**src/rtl/load_store_unit.sv**
```systemverilog
// load_store_unit
//
// Memory-stage load/store engine that sits behind the execute ALU. It runs
// one data-memory transaction for each accepted load or store over a simple
// req/ready bus. Stores get byte-lane steering and write strobes. Loads get
// lane extraction plus sign or zero extension before the result goes to
// writeback. The core sequencer stays in MEMORY until done pulses.
//
// Parameters:
//   TIMEOUT_CYCLES  REQ cycles allowed without mem_ready before a bus fault (1..255)
//
// Optional build macro:
//   MISALIGN_TRAP_EN  when defined, a misaligned halfword or word access
//                     faults without a bus request. When undefined, the low
//                     address bits are ignored, which forces the access to
//                     natural alignment.
//
// Ports:
//   clk, rst            core clock, asynchronous active-high reset
//   start               core is in MEMORY; qualifies is_load / is_store
//   is_load, is_store   decoded op type (load wins if both are set)
//   funct3              RV32I size/sign code
//   address, rs2_val    effective address and store data
//   mem_req/we/addr/wdata/wstrb   bus request, held stable until mem_ready
//   mem_ready, mem_rdata          bus completion and read word
//   load_data           extended load result, held until the next accepted op
//   done                one-cycle completion pulse
//   busy                op in flight
//   fault               valid with done: timeout, illegal funct3 or misalignment

module load_store_unit #(
  parameter int TIMEOUT_CYCLES = 255
) (
  input  logic        clk,
  input  logic        rst,
  input  logic        start,
  input  logic        is_load,
  input  logic        is_store,
  input  logic [2:0]  funct3,
  input  logic [31:0] address,
  input  logic [31:0] rs2_val,
  output logic        mem_req,
  output logic        mem_we,
  output logic [31:0] mem_addr,
  output logic [31:0] mem_wdata,
  output logic [3:0]  mem_wstrb,
  input  logic        mem_ready,
  input  logic [31:0] mem_rdata,
  output logic [31:0] load_data,
  output logic        done,
  output logic        busy,
  output logic        fault
);

  typedef enum logic [1:0] {IDLE, REQ, DONE} state_t;

  localparam logic [7:0] TIMEOUT_LAST = 8'(TIMEOUT_CYCLES - 1);

  state_t      state;
  logic        op_load;
  logic [2:0]  op_funct3;
  logic [1:0]  op_off;
  logic [7:0]  wait_count;

  logic        new_op;
  logic        op_legal;
  logic        op_misaligned;
  logic [3:0]  new_wstrb;
  logic [31:0] new_wdata;
  logic [31:0] byte_shift;
  logic [31:0] half_shift;
  logic [31:0] ext_data;

  // Decode of the incoming op. This is only meaningful in IDLE.
  always_comb begin
    new_op        = start && (is_load || is_store);
    op_misaligned = 1'b0;
    if (is_load)
      op_legal = (funct3 != 3'b011) && (funct3 != 3'b110) && (funct3 != 3'b111);
    else
      op_legal = !funct3[2] && (funct3[1:0] != 2'b11);
`ifdef MISALIGN_TRAP_EN
    case (funct3[1:0])
      2'b01:   op_misaligned = address[0];
      2'b10:   op_misaligned = |address[1:0];
      default: op_misaligned = 1'b0;
    endcase
`endif
  end

  // Store lane steering. The data is replicated across every lane, so only
  // the strobes depend on the offset. Offset bits below the access size are
  // dropped, which gives natural alignment.
  always_comb begin
    new_wstrb = 4'b1111;
    new_wdata = rs2_val;
    case (funct3[1:0])
      2'b00: begin
        new_wstrb = 4'b0001 << address[1:0];
        new_wdata = {4{rs2_val[7:0]}};
      end
      2'b01: begin
        new_wstrb = 4'b0011 << {address[1], 1'b0};
        new_wdata = {2{rs2_val[15:0]}};
      end
      default: begin
        new_wstrb = 4'b1111;
        new_wdata = rs2_val;
      end
    endcase
  end

  // Load extraction from the word returned on the ready cycle.
  always_comb begin
    byte_shift = mem_rdata >> {op_off, 3'b000};
    half_shift = mem_rdata >> {op_off[1], 4'b0000};
    case (op_funct3)
      3'b000:  ext_data = {{24{byte_shift[7]}}, byte_shift[7:0]};
      3'b100:  ext_data = {24'h000000, byte_shift[7:0]};
      3'b001:  ext_data = {{16{half_shift[15]}}, half_shift[15:0]};
      3'b101:  ext_data = {16'h0000, half_shift[15:0]};
      default: ext_data = mem_rdata;
    endcase
  end

  always_ff @(posedge clk or posedge rst) begin
    if (rst) begin
      state      <= IDLE;
      op_load    <= 1'b0;
      op_funct3  <= 3'b000;
      op_off     <= 2'b00;
      wait_count <= 8'd0;
      mem_req    <= 1'b0;
      mem_we     <= 1'b0;
      mem_addr   <= 32'h0;
      mem_wdata  <= 32'h0;
      mem_wstrb  <= 4'b0000;
      load_data  <= 32'h0;
      done       <= 1'b0;
      busy       <= 1'b0;
      fault      <= 1'b0;
    end else begin
      case (state)
        IDLE: begin
          done <= 1'b0;
          if (new_op) begin
            op_load    <= is_load;
            op_funct3  <= funct3;
            op_off     <= address[1:0];
            wait_count <= 8'd0;
            load_data  <= 32'h0;
            busy       <= 1'b1;
            // Illegal or trapped accesses skip the bus entirely.
            if (!op_legal || op_misaligned) begin
              fault <= 1'b1;
              done  <= 1'b1;
              state <= DONE;
            end else begin
              fault     <= 1'b0;
              mem_req   <= 1'b1;
              mem_we    <= !is_load;
              mem_addr  <= {address[31:2], 2'b00};
              mem_wdata <= new_wdata;
              mem_wstrb <= is_load ? 4'b0000 : new_wstrb;
              state     <= REQ;
            end
          end
        end
        REQ: begin
          if (mem_ready) begin
            load_data <= op_load ? ext_data : 32'h0;
            mem_req   <= 1'b0;
            mem_we    <= 1'b0;
            mem_wstrb <= 4'b0000;
            done      <= 1'b1;
            state     <= DONE;
          end else if (wait_count == TIMEOUT_LAST) begin
            load_data <= 32'h0;
            fault     <= 1'b1;
            mem_req   <= 1'b0;
            mem_we    <= 1'b0;
            mem_wstrb <= 4'b0000;
            done      <= 1'b1;
            state     <= DONE;
          end else begin
            wait_count <= wait_count + 8'd1;
          end
        end
        DONE: begin
          done  <= 1'b0;
          busy  <= 1'b0;
          state <= IDLE;
        end
        default: begin
          state <= IDLE;
        end
      endcase
    end
  end

endmodule

```
**config.mk**
```make
export PLATFORM = sky130hd
export DESIGN_NAME = load_store_unit
export DESIGN_NICKNAME = d
export VERILOG_FILES = /design/src/rtl/load_store_unit.sv
export SDC_FILE = /design/constraint.sdc
export NUM_CORES = 1
export LEC_CHECK = 0
export ABC_AREA = 1
export BUFFER_PORTS_ARGS = -buffer_cell sky130_fd_sc_hd__buf_2
export CELL_PAD_IN_SITES_DETAIL_PLACEMENT = 2
export CELL_PAD_IN_SITES_GLOBAL_PLACEMENT = 2
export CORE_MARGIN = 4
export CORE_UTILIZATION = 29
export CTS_BUF_LIST = sky130_fd_sc_hd__clkbuf_16
export DETAILED_ROUTE_END_ITERATION = 12
export PLACE_DENSITY = 0.81
export REMOVE_ABC_BUFFERS = 1
export SLEW_MARGIN = 15
export SYNTH_ARGS = -nofsm -noshare
export SYNTH_HDL_FRONTEND = slang
export SYNTH_SLANG_ARGS = --single-unit
```
**constraint.sdc**
```tcl
create_clock -name clk -period 5.4 [get_ports clk]
set_input_delay 0.81 -clock clk [delete_from_list [all_inputs] [get_ports clk]]
set_output_delay 0.81 -clock clk [all_outputs]
set_load 0.01 [all_outputs]
```
* After elaboration in Yosys (flattened, before gate mapping) *
Index checks and enable logic that the tools add are counted.

operators by class
  $add $sub $neg = 1
  multiply operators = 0
  div/mod/pow operators = 0
  order comparisons = 0
  eq/ne operators = 17
  shift operators = 4
  muxes and demuxes = 42
  bitwise gates (word level) = 0
  reductions and logical operators = 22

operator list
  cell                                            count
  two-way mux 32 bit                              4
  one-hot mux 32 bit (2 select lines)             2
  one-hot mux 32 bit (4 select lines)             1
  >> shifter 32 x 5 -> 16 bit                     1
  >> shifter 32 x 5 -> 8 bit                      1
  two-way mux 8 bit                               3
  two-way mux 4 bit                               5
  one-hot mux 4 bit (2 select lines)              2
  one-hot mux 8 bit (2 select lines)              1
  two-way mux 1 bit                               14
  != test 2 bit (second input constant)           6
  AND reduction 4 bit                             3
  != test 3 bit (second input constant)           3
  adder 8 x 1 -> 8 bit (second input constant)    1
  == test 8 bit (second input constant)           1
  two-way mux 2 bit                               4
  one-hot mux 1 bit (2 select lines)              4
  AND reduction 2 bit                             4
  == test 3 bit (second input constant)           2
  AND reduction 3 bit                             2
  == test 2 x 1 -> 1 bit (second input constant)  2
  logical AND 1 bit                               4
  logical NOT 2 bit                               2
  one-hot mux 2 bit (2 select lines)              1
  other kinds (11)                                13

word-level totals
  register bits = 119
  latch bits = 0
  memory bits (writable) = 0
  memory bits (read-only) = 0
  output and inout bits = 105
  memories = 0

* Depth between registers and ports, before layout *
Gate-level depths: netlist of run 1.

  depth in word-level cells = 7
  depth in mapped cells = 11

* Least setup slack after synthesis of run 1 *
No wires, ideal clock.

  path type = input to register
  from = in funct3[0]
  to = reg mem_addr[10]
  library setup time = 117 ps
  arrival = 1738 ps
  slack = 3546 ps
  cell stages on the path = 9
  cell sequence = buf_4 o21ai_1 o21ai_1 nor2_4 inv_2 buf_6 buf_6 nand2_1 nand2_1

between the ends
  longest elaborated chain between the ends = 5

RTL lines
  what                                                     line  source
  start, declared                                          39    input logic [2:0] funct3,
  != test 3 x 2 -> 1 bit or != test 3 bit (tied branches)  79    op_legal = (funct3 != 3'b011) && (funct3 != 3'b110) && (funct3 != 3'b111);
  logical AND 1 bit (2 in a row)                           79
  two-way mux 1 bit (*)                                    78    if (is_load)
  AND reduction 3 bit (no line) (*)                        --
  end signal, assigned                                     162   mem_addr <= {address[31:2], 2'b00};
  end, declared                                            44    output logic [31:0] mem_addr,

Mark *: on every way between the ends. The rest lies on a longest branch, timed or not.
A chain may end at the register's enable or synchronous reset.

* Worst setup path in the final report of run 1 *
  from = reg state[0]
  to = reg mem_wdata[29]

between the ends
  longest elaborated chain between the ends = 2

RTL lines
  what                           line  source
  start, declared                59    state_t state;
  start signal, assigned         128   state <= IDLE;
  start signal, assigned         157   state <= DONE;
  start signal, assigned         165   state <= REQ;
  logical NOT 2 bit              143   case (state)
  AND reduction 3 bit (no line)  --
  end signal, assigned           163   mem_wdata <= new_wdata;
  end, declared                  45    output logic [31:0] mem_wdata,

Every way passes these cells.

==> flow_summary.yaml, run 1 <==
yosys:
  synth_edf_count: 0
  synth_top_cell_by_area: "dfrtp_1"
  synth_fa_ha_area_frac: 0.0124
  synth_seq_cells: 119
  yosys-top-cells-count: "nand2_1, dfrtp_1, nor2_1"
  synth_top_family_by_area: "simple AND/OR/NAND/NOR gates"
  netlist_instances: 799
  async_flop_share: 1.00
  synth_mux_area_frac: 0
  yosys.area_share.simple: 0.333
  yosysWarningCount: 0
  synthTopCellsByArea: "dfrtp_1, nand2_1, nor2_1"
  ys_seq_area_frac: 0.493
  syn-mean-instance-area_um2: 7.56
  synth_compound_area_frac: 0.0862
  syn-cell-area_um2: 6040
  yosys.cell_types.count: 31
  yosysTopAreaCellShare: 0.493
  ys.flop_type: "dfrtp_1"
  synth_xor_area_frac: 0.00580
  synth.most_common_cell: "nand2_1"
placed_design:
  dpl.cell_count: 1241
  portBuffers: 207
  dp_hpwl_mm: 16.6
  gp_congestion: 0.780
clocking:
  htree_num_levels: 4
  hold_buffers: 0
  cts_root_buffer: "clkbuf_16"
  post_cts_buffers: 0
  cts_resized: 0
  clk_pin_slew_ns: 0.06
  cts_tree: "done"
  cts_buffers: 17
  cts_buffer_depth: 2
  worstSkewPairLatency_ns: 0.43
  clock-sinks: 119
drt:
  met3_length_mm: 2.03
  drt_iter0_markers: 254
  wire_per_inst_um: 18.1
  first_pass_iters: 4
  viasPerCell: 4.84
  routed_wl_mm: 23.0
  met2WireLength_mm: 11.3
  postRouteAntennaNets: 0
  m1WireLength_mm: 9.42
  vias: 6160
  highest_layer: "met5"
  drc_errors: 0
setup_path:
  endpoint_kind: "register"
  crit_arrival_ns: 3.07
  worstSetupPathType: "register to register"
  crit_required_ns: 5.65
  start_kind: "register"
  path_max_fanout: 68
  r2r_slack_ns: 2.59
run_status:
  status: "finished, final reports clean"
finish:
  drive_gt1_frac: 0.262
  synthToLayoutAreaGrowth_pct: 30.2
  num-fill-cells: 2437
  n_antenna_cell: 0
  num-nets-final: 1101
  final_cells: 1273
sta:
  setup_viol: 0
  maxSlewHeadroom: 0.367
  fmax_mhz: 356
  min_period_over_period: 0.521
  slew_violations: 0
  hold_viol_final: 0
  rsz0062_at_grt: "false"
  period_needed_ns: 2.81
  tightest_slew_ns: 0.950
  clock_skew_ns: 0.0118
  tns_ns: 0
global_routing:
  grt-ovfl-total: 0
  grt_usage: 0.198
  grt_pass1_wl_mm: 36.7
  antenna_found_initial: 4
  grt_pass1_vias: 6669
  grt_max_degree: 84
power:
  ir_drop_mv: 0.245
  p_total_uw: 4140
  powerDensity_nw_per_um2: 527
  total_leakage_power_uw: 0.00440
floorplan:
  die_x_um: 152
  core_um2: 20400
  dieArea_um2: 23200
  initial_core_util: 0.297
  die-height_um: 152
  row_count: 52
  ioPinCount: 210
run:
  maxCapViolCount: 0
min_path:
  hold_class: "register to register"
-- layout by cell type, fill, tap and decap left out, drive strengths merged --
| cell type | n |
|---|---|
| xor2 | 4 |
| conb | 2 |
| clkbuf | 17 |
| clkinv | 5 |
| a22oi | 4 |
| o22ai | 5 |
| inv | 51 |
| a21oi | 17 |
| a31oi | 14 |
| or2 | 1 |
| a2bb2oi | 1 |
| ha | 6 |
| buf | 209 |
| nor2 | 89 |
| nand2 | 353 |
| dfrtp | 119 |
| nor3 | 2 |
| o211ai | 7 |
| o21ai | 45 |
| bufinv | 5 |
| nand3 | 47 |
-- kinds of logic after synthesis --
| kind of cell | count (synthesis) |
|---|---|
| adder cells (fa/ha/maj) | 6 |
| AO/OA/AOI/OAI | 93 |
| XOR/XNOR | 4 |
| buffers and inverters | 84 |
| AND/OR/NAND/NOR | 492 |
| other | 1 |
| flip-flops | 119 |
-- worst max-delay path, stage by stage, from the launching register on --
cell     delay, ns
dfrtp_1       0.42
inv_1         0.10
ha_1          0.26
nand3_4       0.22
nor2_4        0.15
buf_4         0.55
inv_2         0.56
nand2_1       0.22
o21ai_0       0.12
-- worst paths after layout --
path,depth (start not counted),startpoint,to
max,8,state[0]$_DFFE_PP0P_,mem_wdata[29]$_DFFE_PP0P_
max reg2reg,8,state[0]$_DFFE_PP0P_,mem_wdata[29]$_DFFE_PP0P_
min in group asynchronous,2,rst,load_data[28]$_DFFE_PP0P_
min reg2reg,2,mem_addr[2]$_DFFE_PP0P_,mem_addr[2]$_DFFE_PP0P_
max in group asynchronous,3,rst,state[0]$_DFFE_PP0P_
min,2,mem_addr[2]$_DFFE_PP0P_,mem_addr[2]$_DFFE_PP0P_
-- final cells by class --
cell class,instances,area (um^2),share of cell area
flip-flops and latches,119,2980,0.379
multi-input cells,597,2650,0.337
repair buffers,209,1050,0.134
clock buffers,17,425,0.0541
well taps,270,338,0.0430
clock inverters,15,240,0.0306
inverters,46,178,0.0226
-- metal layers --
| metal | vias to the layer above | track usage |
|---|---|---|
| met1 | 3036 | 0.240 |
| met2 | 192 | 0.331 |
| met5 | - | 0 |
| li1 | 2899 | - |
| met3 | 25 | 0.0821 |
| met4 | 8 | 0.0454 |
-- power by group --
group	total [uW]	leakage (uW)	internal, uW	switching, uW
clock network	1310	0.000325	832	478
registers	1410	0.00153	1180	227
logic	1420	0.00254	481	943
total	4140	0.00440	2490	1650
-- stage by stage --
| stage | setup slack, ns | area (um^2) | utilization | hold slack, ns |
|---|---|---|---|---|
| after global routing | 2.25 | 7860 | 0.386 | 0.491 |
| after CTS | 2.46 | 7860 | 0.386 | 0.477 |
| final | 2.59 | 7860 | 0.386 | 0.472 |
| after detailed placement | 2.11 | 7190 | 0.353 | 0.458 |
| after global placement | 2.21 | 7190 | 0.353 | 0.450 |
| after floorplan | 1.43 | 5800 | - | 0.453 |
-- sequential cells by signal (all words and copies together), names as in the netlist --
name / cells
fault: 1
mem_addr: 30
state: 2
done: 1
mem_req: 1
op_funct3: 3
op_off: 2
op_load: 1
busy: 1
mem_we: 1
wait_count: 8
load_data: 32
mem_wstrb: 4
mem_wdata: 32
(Power assumes the default switching activity.)
==> run 2: changes to the inputs <==
--- a/config.mk
+++ b/config.mk
@@ -10,10 +10,10 @@
 export CELL_PAD_IN_SITES_DETAIL_PLACEMENT = 2
 export CELL_PAD_IN_SITES_GLOBAL_PLACEMENT = 2
 export CORE_MARGIN = 4
-export CORE_UTILIZATION = 29
+export CORE_UTILIZATION = 27
 export CTS_BUF_LIST = sky130_fd_sc_hd__clkbuf_16
 export DETAILED_ROUTE_END_ITERATION = 12
-export PLACE_DENSITY = 0.81
+export PLACE_DENSITY = 0.76
 export REMOVE_ABC_BUFFERS = 1
 export SLEW_MARGIN = 15
 export SYNTH_ARGS = -nofsm -noshare
==> constraint.sdc (replaced) <==
create_clock -name clk -period 2.7 [get_ports clk]
set_input_delay 0.405 -clock clk [delete_from_list [all_inputs] [get_ports clk]]
set_output_delay 0.405 -clock clk [all_outputs]
set_load 0.01 [all_outputs]
==> run 2 against run 1 <==
  * Routed wire length is essentially flat
  * Register-to-register slack got worse by 1.9 ns
  * Die area increased by 7.0%
==> flow_summary.yaml, run 2 (synthesis gave the netlist of run 1 again) <==
run_status:
  status: "finished, final reports clean"
setup_path:
  crit_required_ns: 3.00
  slowest_stage: "dfrtp_1"
  worstSetupPathType: "register to register"
  cpLargestDelayFamily: "simple AND/OR/NAND/NOR gates"
  crit_arrival_ns: 2.33
  critPathBufInv: 3
  start_kind: "register"
  cp_common_cell: "nand2_1"
  crit_chain: "inv_1, ha_1, inv_1, or2_1, nand2_4, nand2_4, inv_2, nand2_1, nand2_1, nand2_1"
  path_max_fanout: 19
  worst-r2r-cell-count: 10
  crit_cells: 10
  slowest_delay_ns: 0.41
  endpoint_kind: "register"
run:
  maxCapViolCount: 0
drt:
  viasPerCell: 4.71
  wire_per_inst_um: 17.8
  vias: 6095
  drc_errors: 0
  drt_iter0_markers: 188
  routed_wl_mm: 23.0
  postRouteAntennaNets: 0
  first_pass_iters: 4
clocking:
  cts_buffers: 17
  cts_resized: 0
  hold_buffers: 0
  htree_num_levels: 4
  cts_root_buffer: "clkbuf_16"
  cts_tree: "done"
  cts_buffer_depth: 2
  worstSkewPairLatency_ns: 0.42
  post_cts_buffers: 0
  clock-sinks: 119
  clk_pin_slew_ns: 0.06
floorplan:
  dieArea_um2: 24800
  row_count: 54
  die-height_um: 158
  die_x_um: 158
  ioPinCount: 210
  core_um2: 21900
  initial_core_util: 0.276
sta:
  fmax_mhz: 492
  maxSlewHeadroom: 0.509
  hold_viol_final: 0
  clock_skew_ns: 0.0118
  period_needed_ns: 2.03
  rsz0062_at_grt: "false"
  tightest_slew_ns: 0.737
  min_period_over_period: 0.752
  setup_viol: 0
  slew_violations: 0
  setup_ws_ns: 0.669
finish:
  final_common_cell: "nand2_1"
  most-common-layout-cells: "nand2_1, buf_2, dfrtp_1, nor2_1, nand3_1"
  reg_top3: "load_data (32), mem_wdata (32), mem_addr (30)"
  synthToLayoutAreaGrowth_pct: 30.4
  num-nets-final: 1111
  design_area_um2: 7880
  n_antenna_cell: 0
  drive_gt1_frac: 0.268
global_routing:
  grt-ovfl-total: 0
  grt_max_degree: 120
  grt_pass1_wl_mm: 37.0
  grt_pass1_vias: 6805
  antenna_found_initial: 5
  grt_usage: 0.190
placed_design:
  portBuffers: 207
  preCtsSetupSlack_ns: 0.656
  gp_congestion: 0.772
  dp_hpwl_mm: 16.9
  place_area_um2: 7320
power:
  powerDensity_nw_per_um2: 1000
  total_leakage_power_uw: 0.00440
  ir_drop_mv: 0.371
min_path:
  hold_class: "input port to asynchronous set/reset pin"
-- run 2: changes by cell type in the layout (fill, tap and decap cells not counted), sizes merged --
cell / change
bufinv: -4
buf: +10
clkinv: +4
clkinvlp: +3
inv: -3
-- run 2: final cells by class --
type	instances	area (um^2)
clock buffer	17	425
inverter	46	175
timing repair buffer	219	1160
tap	280	350
fill	2663	14000
multi-input combinational	597	2650
clock inverter	15	131
sequential	119	2980
-- run 2: report_power, final --
group          internal, uW  switching (uW)
combinational          1020            1980
sequential             2360             365
clock                  1270             894
-- run 2: path summary, 6_finish.rpt --
path                                     startpoint                   endpoint  slack, ns
max in group asynchronous                       rst   mem_wstrb[2]$_DFFE_PP0P_       1.96
max reg2reg                    state[1]$_DFFE_PP0P_   mem_wstrb[0]$_DFFE_PP0P_       0.67
min in group clk                        address[14]   mem_addr[14]$_DFFE_PP0P_       0.19
min                                             rst  load_data[23]$_DFFE_PP0P_       0.14
max                            state[1]$_DFFE_PP0P_   mem_wstrb[0]$_DFFE_PP0P_       0.67
min reg2reg                mem_addr[16]$_DFFE_PP0P_   mem_addr[16]$_DFFE_PP0P_       0.47
-- run 2: tightest hold or removal path, delay by kind of cell --
family                 cells  cell delay, ns
buffers and inverters      3            0.61
-- run 2: layer usage --
layer,track usage,share of wire
met1,0.230,0.41
met2,0.314,0.48
met3,0.0872,0.099
met4,0.0414,0.0099
met5,0,0.0028
-- run 2: stage by stage --
stage | util | total power, uW | hold slack [ns] | instances | TNS (ns)
after global routing | 0.360 | 8570 | 0.187 | 1293 | 0
after global placement | 0.334 | 5680 | 0.453 | 1261 | 0
after detailed placement | 0.334 | 5820 | 0.460 | 1261 | 0
after CTS | 0.360 | 8050 | 0.172 | 1293 | 0
final | 0.360 | 7890 | 0.136 | 1293 | 0
after floorplan | - | 4370 | 0.453 | 762 | -102.63
